$ cat config.mk
export PLATFORM = sky130hd
export DESIGN_NAME = cacheline_burst_adapter_flat
export DESIGN_NICKNAME = d
export VERILOG_FILES = /design/src/rtl/cacheline_burst_adapter_pkg.sv /design/src/rtl/cacheline_burst_adapter_if.sv /design/src/rtl/cacheline_burst_adapter.sv /design/src/flat_wrapper.sv
export SDC_FILE = /design/constraint.sdc
export NUM_CORES = 1
export LEC_CHECK = 0
export ABC_AREA = 0
export CAP_MARGIN = 5
export CORE_AREA = 2 2 277 279
export CTS_CLUSTER_SIZE = 8
export DETAILED_ROUTE_END_ITERATION = 8
export DIE_AREA = 0 0 279 281
export GPL_TIMING_DRIVEN = 0
export HOLD_SLACK_MARGIN = 0.03
export SYNTH_ARGS = -nofsm -noshare
export SYNTH_HDL_FRONTEND = slang
export SYNTH_SLANG_ARGS = --single-unit
$ cat constraint.sdc
create_clock -name clk -period 25.9 [get_ports clk]
set_input_delay 5.18 -clock clk [delete_from_list [all_inputs] [get_ports clk]]
set_output_delay 5.18 -clock clk [all_outputs]
set_load 0.1 [all_outputs]
$ cat src/rtl/cacheline_burst_adapter_pkg.sv
// Shared constants and types for the cacheline <-> memory burst adapter.
package cacheline_burst_adapter_pkg;

  localparam int LINE_W   = 256;
  localparam int BEAT_W   = 64;
  localparam int BEATS    = LINE_W / BEAT_W;
  localparam int CNT_W    = $clog2(BEATS);
  localparam int OFFSET_W = 5;
  localparam int ADDR_W   = 32;
  localparam int LSB_W    = $clog2(LINE_W);

  typedef enum logic [1:0] {IDLE, RD_BURST, WR_BURST, DONE} adapter_state_t;

  // Clear the in-line byte offset so memory always sees a line-aligned address.
  function automatic logic [ADDR_W-1:0] line_align(input logic [ADDR_W-1:0] a);
    return {a[ADDR_W-1:OFFSET_W], {OFFSET_W{1'b0}}};
  endfunction

endpackage

$ cat src/rtl/cacheline_burst_adapter_if.sv
// Cache-side and memory-side signals of the burst adapter, bundled as one bus.
// slave = the adapter's view, master = the cache/memory environment's view.
interface cacheline_burst_adapter_if;
  import cacheline_burst_adapter_pkg::*;

  // cache side
  logic [LINE_W-1:0] line_i;
  logic [LINE_W-1:0] line_o;
  logic [ADDR_W-1:0] address_i;
  logic              read_i;
  logic              write_i;
  logic              resp_o;
  // memory side
  logic [BEAT_W-1:0] burst_i;
  logic [BEAT_W-1:0] burst_o;
  logic [ADDR_W-1:0] address_o;
  logic              read_o;
  logic              write_o;
  logic              resp_i;

  modport slave (
    input  line_i, address_i, read_i, write_i, burst_i, resp_i,
    output line_o, resp_o, burst_o, address_o, read_o, write_o
  );

  modport master (
    output line_i, address_i, read_i, write_i, burst_i, resp_i,
    input  line_o, resp_o, burst_o, address_o, read_o, write_o
  );

endinterface

$ cat src/rtl/cacheline_burst_adapter.sv
// Converts one 256-bit cacheline fill/writeback into a 4 x 64-bit memory burst.
// Fill beats are assembled into rbuf (which drives line_o); writeback data is
// held in a separate wbuf so a writeback never disturbs the last filled line.
module cacheline_burst_adapter
  import cacheline_burst_adapter_pkg::*;
(
  input logic clk,
  input logic rst,
  cacheline_burst_adapter_if.slave bus
);

  adapter_state_t    state_q;
  logic [CNT_W-1:0]  beat_cnt_q;
  logic [CNT_W-1:0]  beat_cnt_d;
  logic [LINE_W-1:0] rbuf_q;
  logic [LINE_W-1:0] wbuf_q;
  logic [ADDR_W-1:0] addr_q;
  logic              read_q;
  logic              write_q;
  logic              resp_q;
  logic              last_beat;
  logic [LSB_W-1:0]  beat_lsb;

  // Counter wraps naturally to 0 after the last beat (BEATS is a power of two).
  assign beat_cnt_d = beat_cnt_q + 1'b1;
  assign last_beat  = (beat_cnt_q == CNT_W'(BEATS - 1));
  assign beat_lsb   = {beat_cnt_q, {(LSB_W - CNT_W){1'b0}}};

  // Transfer FSM: request latch, beat counting, buffer fill and registered bus controls.
  always_ff @(posedge clk or posedge rst) begin
    if (rst) begin
      state_q    <= IDLE;
      beat_cnt_q <= '0;
      rbuf_q     <= '0;
      wbuf_q     <= '0;
      addr_q     <= '0;
      read_q     <= 1'b0;
      write_q    <= 1'b0;
      resp_q     <= 1'b0;
    end else begin
      resp_q <= 1'b0;
      unique case (state_q)
        IDLE: begin
          // write wins if both are raised; resp_i is ignored here
          if (bus.write_i) begin
            wbuf_q  <= bus.line_i;
            addr_q  <= line_align(bus.address_i);
            write_q <= 1'b1;
            state_q <= WR_BURST;
          end else if (bus.read_i) begin
            addr_q  <= line_align(bus.address_i);
            read_q  <= 1'b1;
            state_q <= RD_BURST;
          end
        end
        RD_BURST: begin
          if (bus.resp_i) begin
            rbuf_q[beat_lsb +: BEAT_W] <= bus.burst_i;
            beat_cnt_q                 <= beat_cnt_d;
            if (last_beat) begin
              read_q  <= 1'b0;
              resp_q  <= 1'b1;
              state_q <= DONE;
            end
          end
        end
        WR_BURST: begin
          if (bus.resp_i) begin
            beat_cnt_q <= beat_cnt_d;
            if (last_beat) begin
              write_q <= 1'b0;
              resp_q  <= 1'b1;
              state_q <= DONE;
            end
          end
        end
        DONE: state_q <= IDLE;
        default: state_q <= IDLE;
      endcase
    end
  end

  // Write beat is selected straight from the registered count; quiet outside a writeback.
  assign bus.burst_o   = write_q ? wbuf_q[beat_lsb +: BEAT_W] : '0;
  assign bus.line_o    = rbuf_q;
  assign bus.address_o = addr_q;
  assign bus.read_o    = read_q;
  assign bus.write_o   = write_q;
  assign bus.resp_o    = resp_q;

endmodule

$ cat src/flat_wrapper.sv
// flat-port wrapper written by rule: the top's interface ports become plain ports
module cacheline_burst_adapter_flat import cacheline_burst_adapter_pkg::*;
  (clk, rst, bus_line_i, bus_address_i, bus_read_i, bus_write_i, bus_burst_i, bus_resp_i, bus_line_o, bus_resp_o, bus_burst_o, bus_address_o, bus_read_o, bus_write_o);
  cacheline_burst_adapter_if bus_i ();
  input logic clk;
  input logic rst;
  input wire logic [$bits(bus_i.line_i)-1:0] bus_line_i;
  input wire logic [$bits(bus_i.address_i)-1:0] bus_address_i;
  input wire logic [$bits(bus_i.read_i)-1:0] bus_read_i;
  input wire logic [$bits(bus_i.write_i)-1:0] bus_write_i;
  input wire logic [$bits(bus_i.burst_i)-1:0] bus_burst_i;
  input wire logic [$bits(bus_i.resp_i)-1:0] bus_resp_i;
  output wire logic [$bits(bus_i.line_o)-1:0] bus_line_o;
  output wire logic [$bits(bus_i.resp_o)-1:0] bus_resp_o;
  output wire logic [$bits(bus_i.burst_o)-1:0] bus_burst_o;
  output wire logic [$bits(bus_i.address_o)-1:0] bus_address_o;
  output wire logic [$bits(bus_i.read_o)-1:0] bus_read_o;
  output wire logic [$bits(bus_i.write_o)-1:0] bus_write_o;
  assign bus_i.line_i = bus_line_i;
  assign bus_i.address_i = bus_address_i;
  assign bus_i.read_i = bus_read_i;
  assign bus_i.write_i = bus_write_i;
  assign bus_i.burst_i = bus_burst_i;
  assign bus_i.resp_i = bus_resp_i;
  assign bus_line_o = bus_i.line_o;
  assign bus_resp_o = bus_i.resp_o;
  assign bus_burst_o = bus_i.burst_o;
  assign bus_address_o = bus_i.address_o;
  assign bus_read_o = bus_i.read_o;
  assign bus_write_o = bus_i.write_o;
  cacheline_burst_adapter u_core (.clk(clk), .rst(rst), .bus(bus_i));
endmodule
=== After elaboration in Yosys (flattened, before gate mapping) ===
Index checks and enable logic that the tools add are counted.

* Add/sub/neg operators: 2
* Equality and inequality tests: 14
* Shift operators: 3
* Multiplexer cells: 19
* Reduce and logical (&&, ||, !) cells: 12

{| class="wikitable"
|+ Operator list
! kind !! count
|-
| $bwmux W256 || 1
|-
| $shift A64 B10 Y256 const A || 1
|-
| $shiftx A256 B9 Y64 || 1
|-
| $shiftx A64 B10 Y256 || 1
|-
| $mux W32 || 2
|-
| $mux W64 || 1
|-
| $ne A2 B2 Y1 const B || 5
|-
| $neg A8 Y10 || 1
|-
| $mux W1 || 8
|-
| $mux W2 || 4
|-
| $ne A2 B1 Y1 const B || 4
|-
| $reduce_and A2 Y1 || 4
|-
| $eq A2 B2 Y1 const B || 3
|-
| $pmux W2 S3 || 1
|-
| $reduce_bool A2 Y1 || 3
|-
| $reduce_and A5 Y1 || 1
|-
| $pmux W1 S2 || 2
|-
| $reduce_and A4 Y1 || 1
|-
| $ne A3 B3 Y1 const B || 1
|-
| $reduce_and A3 Y1 || 1
|-
| $add A2 B1 Y2 const B || 1
|-
| $eq A2 B1 Y1 const B || 1
|-
| $logic_not A2 Y1 || 1
|-
| $reduce_or A2 Y1 || 1
|}

* Bits in registers: 551
* Input port bits: 357
* Word-level logic and storage cells: 58

=== Logic depth before layout (Yosys ltp) ===
* Depth after elaboration: 4
* Mapped depth: 9
* Gate-level depth less buffers: 5

=== Least setup slack after synthesis ===
No wires, ideal clock.

* Kind: reg2out
* Start: register u_core.write_q, in the netlist u_core.bus.write_o
* End: output bus_burst_o[10]
* Arrival: 2.193 ns
* Path slack: 18.527 ns
* Cell stages (with the launch flop): 4
* Path through: dfrtp_1 clkbuf_1 clkbuf_1 and2_1

* Cells in the longest elaborated chain, start to end: 1

{| class="wikitable"
|+ Ends and longest elaborated chain
! item !! line !! RTL
|-
| from (decl) || cacheline_burst_adapter.sv:19 || <nowiki>logic write_q;</nowiki>
|-
| from (signal assigned) || cacheline_burst_adapter.sv:38 || <nowiki>write_q <= 1'b0;</nowiki>
|-
| from (signal assigned) || cacheline_burst_adapter.sv:48 || <nowiki>write_q <= 1'b1;</nowiki>
|-
| from (signal assigned) || cacheline_burst_adapter.sv:71 || <nowiki>write_q <= 1'b0;</nowiki>
|-
| $mux W64 || cacheline_burst_adapter.sv:84 || <nowiki>assign bus.burst_o = write_q ? wbuf_q[beat_lsb +: BEAT_W] : '0;</nowiki>
|-
| to (decl) || flat_wrapper.sv:15 || <nowiki>output wire logic [$bits(bus_i.burst_o)-1:0] bus_burst_o;</nowiki>
|}

Every way passes these cells.

=== Final worst setup path ===
* Start: register u_core.beat_cnt_q[1]
* End: output bus_burst_o[44]

* Cells in the longest elaborated chain, start to end: 2

{| class="wikitable"
|+ Ends and longest elaborated chain
! item !! line !! RTL
|-
| from (decl) || cacheline_burst_adapter.sv:13 || <nowiki>logic [CNT_W-1:0] beat_cnt_q;</nowiki>
|-
| from (signal assigned) || cacheline_burst_adapter.sv:59 || <nowiki>beat_cnt_q <= beat_cnt_d;</nowiki>
|-
| from (signal assigned) || cacheline_burst_adapter.sv:69 || <nowiki>beat_cnt_q <= beat_cnt_d;</nowiki>
|-
| $shiftx A256 B9 Y64 || cacheline_burst_adapter.sv:84 ||
|-
| $mux W64 || cacheline_burst_adapter.sv:84 ||
|}

Every way passes these cells.

==> results.md <==
* Clock slew at the register clock pins of the worst setup and hold paths at 0.05 ns
* CTS root buffer: clkbuf_16
* Post-CTS setup buffers at 0
* Die height at 281 um
* Crit path to: bus_burst_o[44]
* Fmax at 0.1099 GHz
* Max-Cap Viols at 0
* Seq/Total Area, Yosys at 61.47%
* Routed vias at 16,312
* Post-synthesis register bit count at 546
* Placeable Area at 0.07544 mm^2
* Syn Area/Cell at 14.63 um^2
* Post-synthesis instance total at 1,519
* Worst Setup SP: u_core.beat_cnt_q[1]$_DFFE_PP0P_
* Slowest CP cell: clkdlybuf4s50_1
* Library cells used by synthesis at 31
* Worst path cell trace: buf_2 -> clkbuf_1 -> mux4_2 -> and2_1 -> clkdlybuf4s50_1
* Top Ports at 712
* RSZ-0062 raised after global routing: false
* Number of global-route vias before repair at 17,969
* Critical Path AT at 3.92 ns
* Chip Width at 279 um
* Post-Syn Area at 0.02223 mm^2
* Nets at 2,677
* GRT overflow at 0
* Synth warn at 0
* Rel. slew slack at 17.13%
* Drt pass-1 iters at 7
* Routed len/inst at 24.65 um
* Final setup viols at 0
* Clk_lat worst skew at 0.61 ns
* Flop-to-flop setup slack at 21.71 ns
* Drt initial violations at 869
* First-pass GRT wire length at 119,500 um
* Htree depth at 3
* Final hold vios at 0
* Crit end category: output pin
* Most frequent cell after synthesis: dfrtp_1
* CTS tree: done
* WS Path Type: flip-flop to output pin
* DRT Wirelength at 81,430 um
* Outcome: finished, final reports clean
* Final period util at 35.12%
* Cts hold-fix bufs at 0
* Commonest cells post-synth: dfrtp_1 (546), mux2_2 (286), a22o_1 (190), nand2_1 (135)
* R2R Path End: u_core.bus.line_o[108]$_DFFE_PP0P_
* Clk_skew at 0.01249 ns
* HPWL after DPL at 62,110 um
* Area leader, netlist: dfrtp_1
* Largest net degree at the start of global routing at 128
* Crit Path Max Fanout at 10
* Buffers on Ports at 700
* Starting Density at 29.46%
* Antenna violations before repair at 24
* Die ar. at 0.07840 mm^2
* Number of synthesized flops with an enable pin at 0
* Share of the synthesized area in the top cell type at 61.47%
* Worst EP required at 20.72 ns
* HP Class: flip-flop to flip-flop
* GPL Wtd Cong at 0.8566
* Async set or reset register ratio after synthesis at 100.0%
* Sink Count at 546
* DR DRC count at 0
* Synth top area cells: dfrtp_1 (61%), mux2_2 (14%), a22o_1 (7.5%)
* Fillers at 6,839
* ANT nets after route at 0
* Largest stage delay, worst path at 1.23 ns
* Primary FF master, synth: dfrtp_1
* Startpoint types: flip-flop
* Core Rows at 101
* Vias per cell at 4.937
* Worst R2R Path Depth at 8
* CTS Buf Count at 79
* R2r startpoint: u_core.beat_cnt_q[1]$_DFFE_PP0P_
* Min-delay src: u_core.bus.line_o[177]$_DFFE_PP0P_
* Longest Clk Path Bufs at 3
* Tot GR Track Use at 20.56%
* Slew Viols, Final at 0
* Area growth syn-to-layout at 47.60%
* Minimum clock period after layout at 9.097 ns
* Layout cells sized above 1 at 21.95%
* Worst hold margin at 0.4789 ns
* Slew at the pin closest to its max-slew limit at 1.239 ns
* PostCTS Resize Cnt at 0
## metal layers
metal / up-vias / wire [um] / global-route usage [%]
li1: 7100 / - / -
met1: 8375 / 29580 / 22.34
met2: 645 / 42010 / 36.86
met3: 164 / 7187 / 7.407
met4: 28 / 2476 / 7.196
met5: - / 179 / 0
## layout by cell type (no fill, tap or decap), drive strengths merged, types with 3 or more instances in the layout
| cell type | count |
|---|---|
| clkbuf | 138 |
| nor4b | 3 |
| nand2b | 3 |
| o21ai | 65 |
| clkdlybuf4s50 | 700 |
| and2 | 64 |
| nand3 | 7 |
| mux2 | 286 |
| a22o | 190 |
| inv | 10 |
| dfrtp | 546 |
| mux2i | 3 |
| conb | 5 |
| buf | 68 |
| ha | 12 |
| clkinv | 5 |
| diode | 7 |
| mux4 | 64 |
| nand2 | 135 |
## cells by family after synthesis
family                   count (synthesis)  synth area share, %
AO/OA/AOI/OAI                          261                9.210
XOR/XNOR                                 1              0.03941
adder cells (fa/ha/maj)                 12               0.6755
buffers and inverters                  126                2.606
flip-flops                             546                61.47
multiplexers                           353                21.11
other                                    1              0.01687
AND/OR/NAND/NOR                        219                4.869
## final cells by class
| class | instances | area [um^2] | area share, % |
|---|---|---|---|
| antenna | 7 | 17.52 | 0.05340 |
| buffer | 119 | 553.0 | 1.686 |
| clock buffer | 83 | 2022 | 6.163 |
| clock inverter | 9 | 176.4 | 0.5378 |
| inverter | 7 | 33.78 | 0.1030 |
| multi-input combinational | 851 | 7999 | 24.38 |
| sequential | 546 | 13660 | 41.65 |
| tap | 978 | 1224 | 3.730 |
| timing repair buffer | 704 | 7117 | 21.69 |
## sequential cells by signal (all words and copies together), names as in the netlist
| register | cells |
|---|---|
| u_core.state_q | 2 |
| u_core.bus.write_o | 1 |
| u_core.wbuf_q | 256 |
| u_core.beat_cnt_q | 2 |
| u_core.bus.line_o | 256 |
| u_core.bus.address_o | 27 |
| u_core.bus.read_o | 1 |
| u_core.bus.resp_o | 1 |
## critical path, delay by kind of cell, from the launching register on
family	cells	cell delay, ns
multiplexers	1	0.32
buffers and inverters	3	2.22
flip-flops	1	0.54
AND/OR/NAND/NOR	1	0.21
## worst min-delay path by stage
stage / end / slack (ns) / cells past startpoint
5_1_grt: u_core.bus.line_o[18]$_DFFE_PP0P_ / 0.51 / 1
6_report: u_core.bus.line_o[177]$_DFFE_PP0P_ / 0.48 / 2
4_1_cts: u_core.bus.line_o[177]$_DFFE_PP0P_ / 0.48 / 2
2_1_floorplan: u_core.wbuf_q[128]$_DFFE_PP0P_ / 0.47 / 1
3_3_place_gp: u_core.bus.line_o[177]$_DFFE_PP0P_ / 0.47 / 2
3_5_place_dp: u_core.bus.line_o[177]$_DFFE_PP0P_ / 0.47 / 2
## stage by stage
| stage | cells | setup WS, ns | util [%] | setup TNS (ns) | instance area [um^2] |
|---|---|---|---|---|---|
| after floorplan | 1523 | 5.456 | - | 0 | 22240 |
| after global placement | 3201 | -0.9092 | 40.39 | -465.00 | 30470 |
| after detailed placement | 3205 | 17.39 | 40.55 | 0 | 30590 |
| after CTS | 3297 | 16.67 | 43.46 | 0 | 32790 |
| after global routing | 3301 | 16.60 | 43.47 | 0 | 32800 |
| final | 3304 | 16.80 | 43.48 | 0 | 32810 |
Power is not shown: default switching activity piles up to over one toggle a cycle in this logic, so the estimate is an artifact.
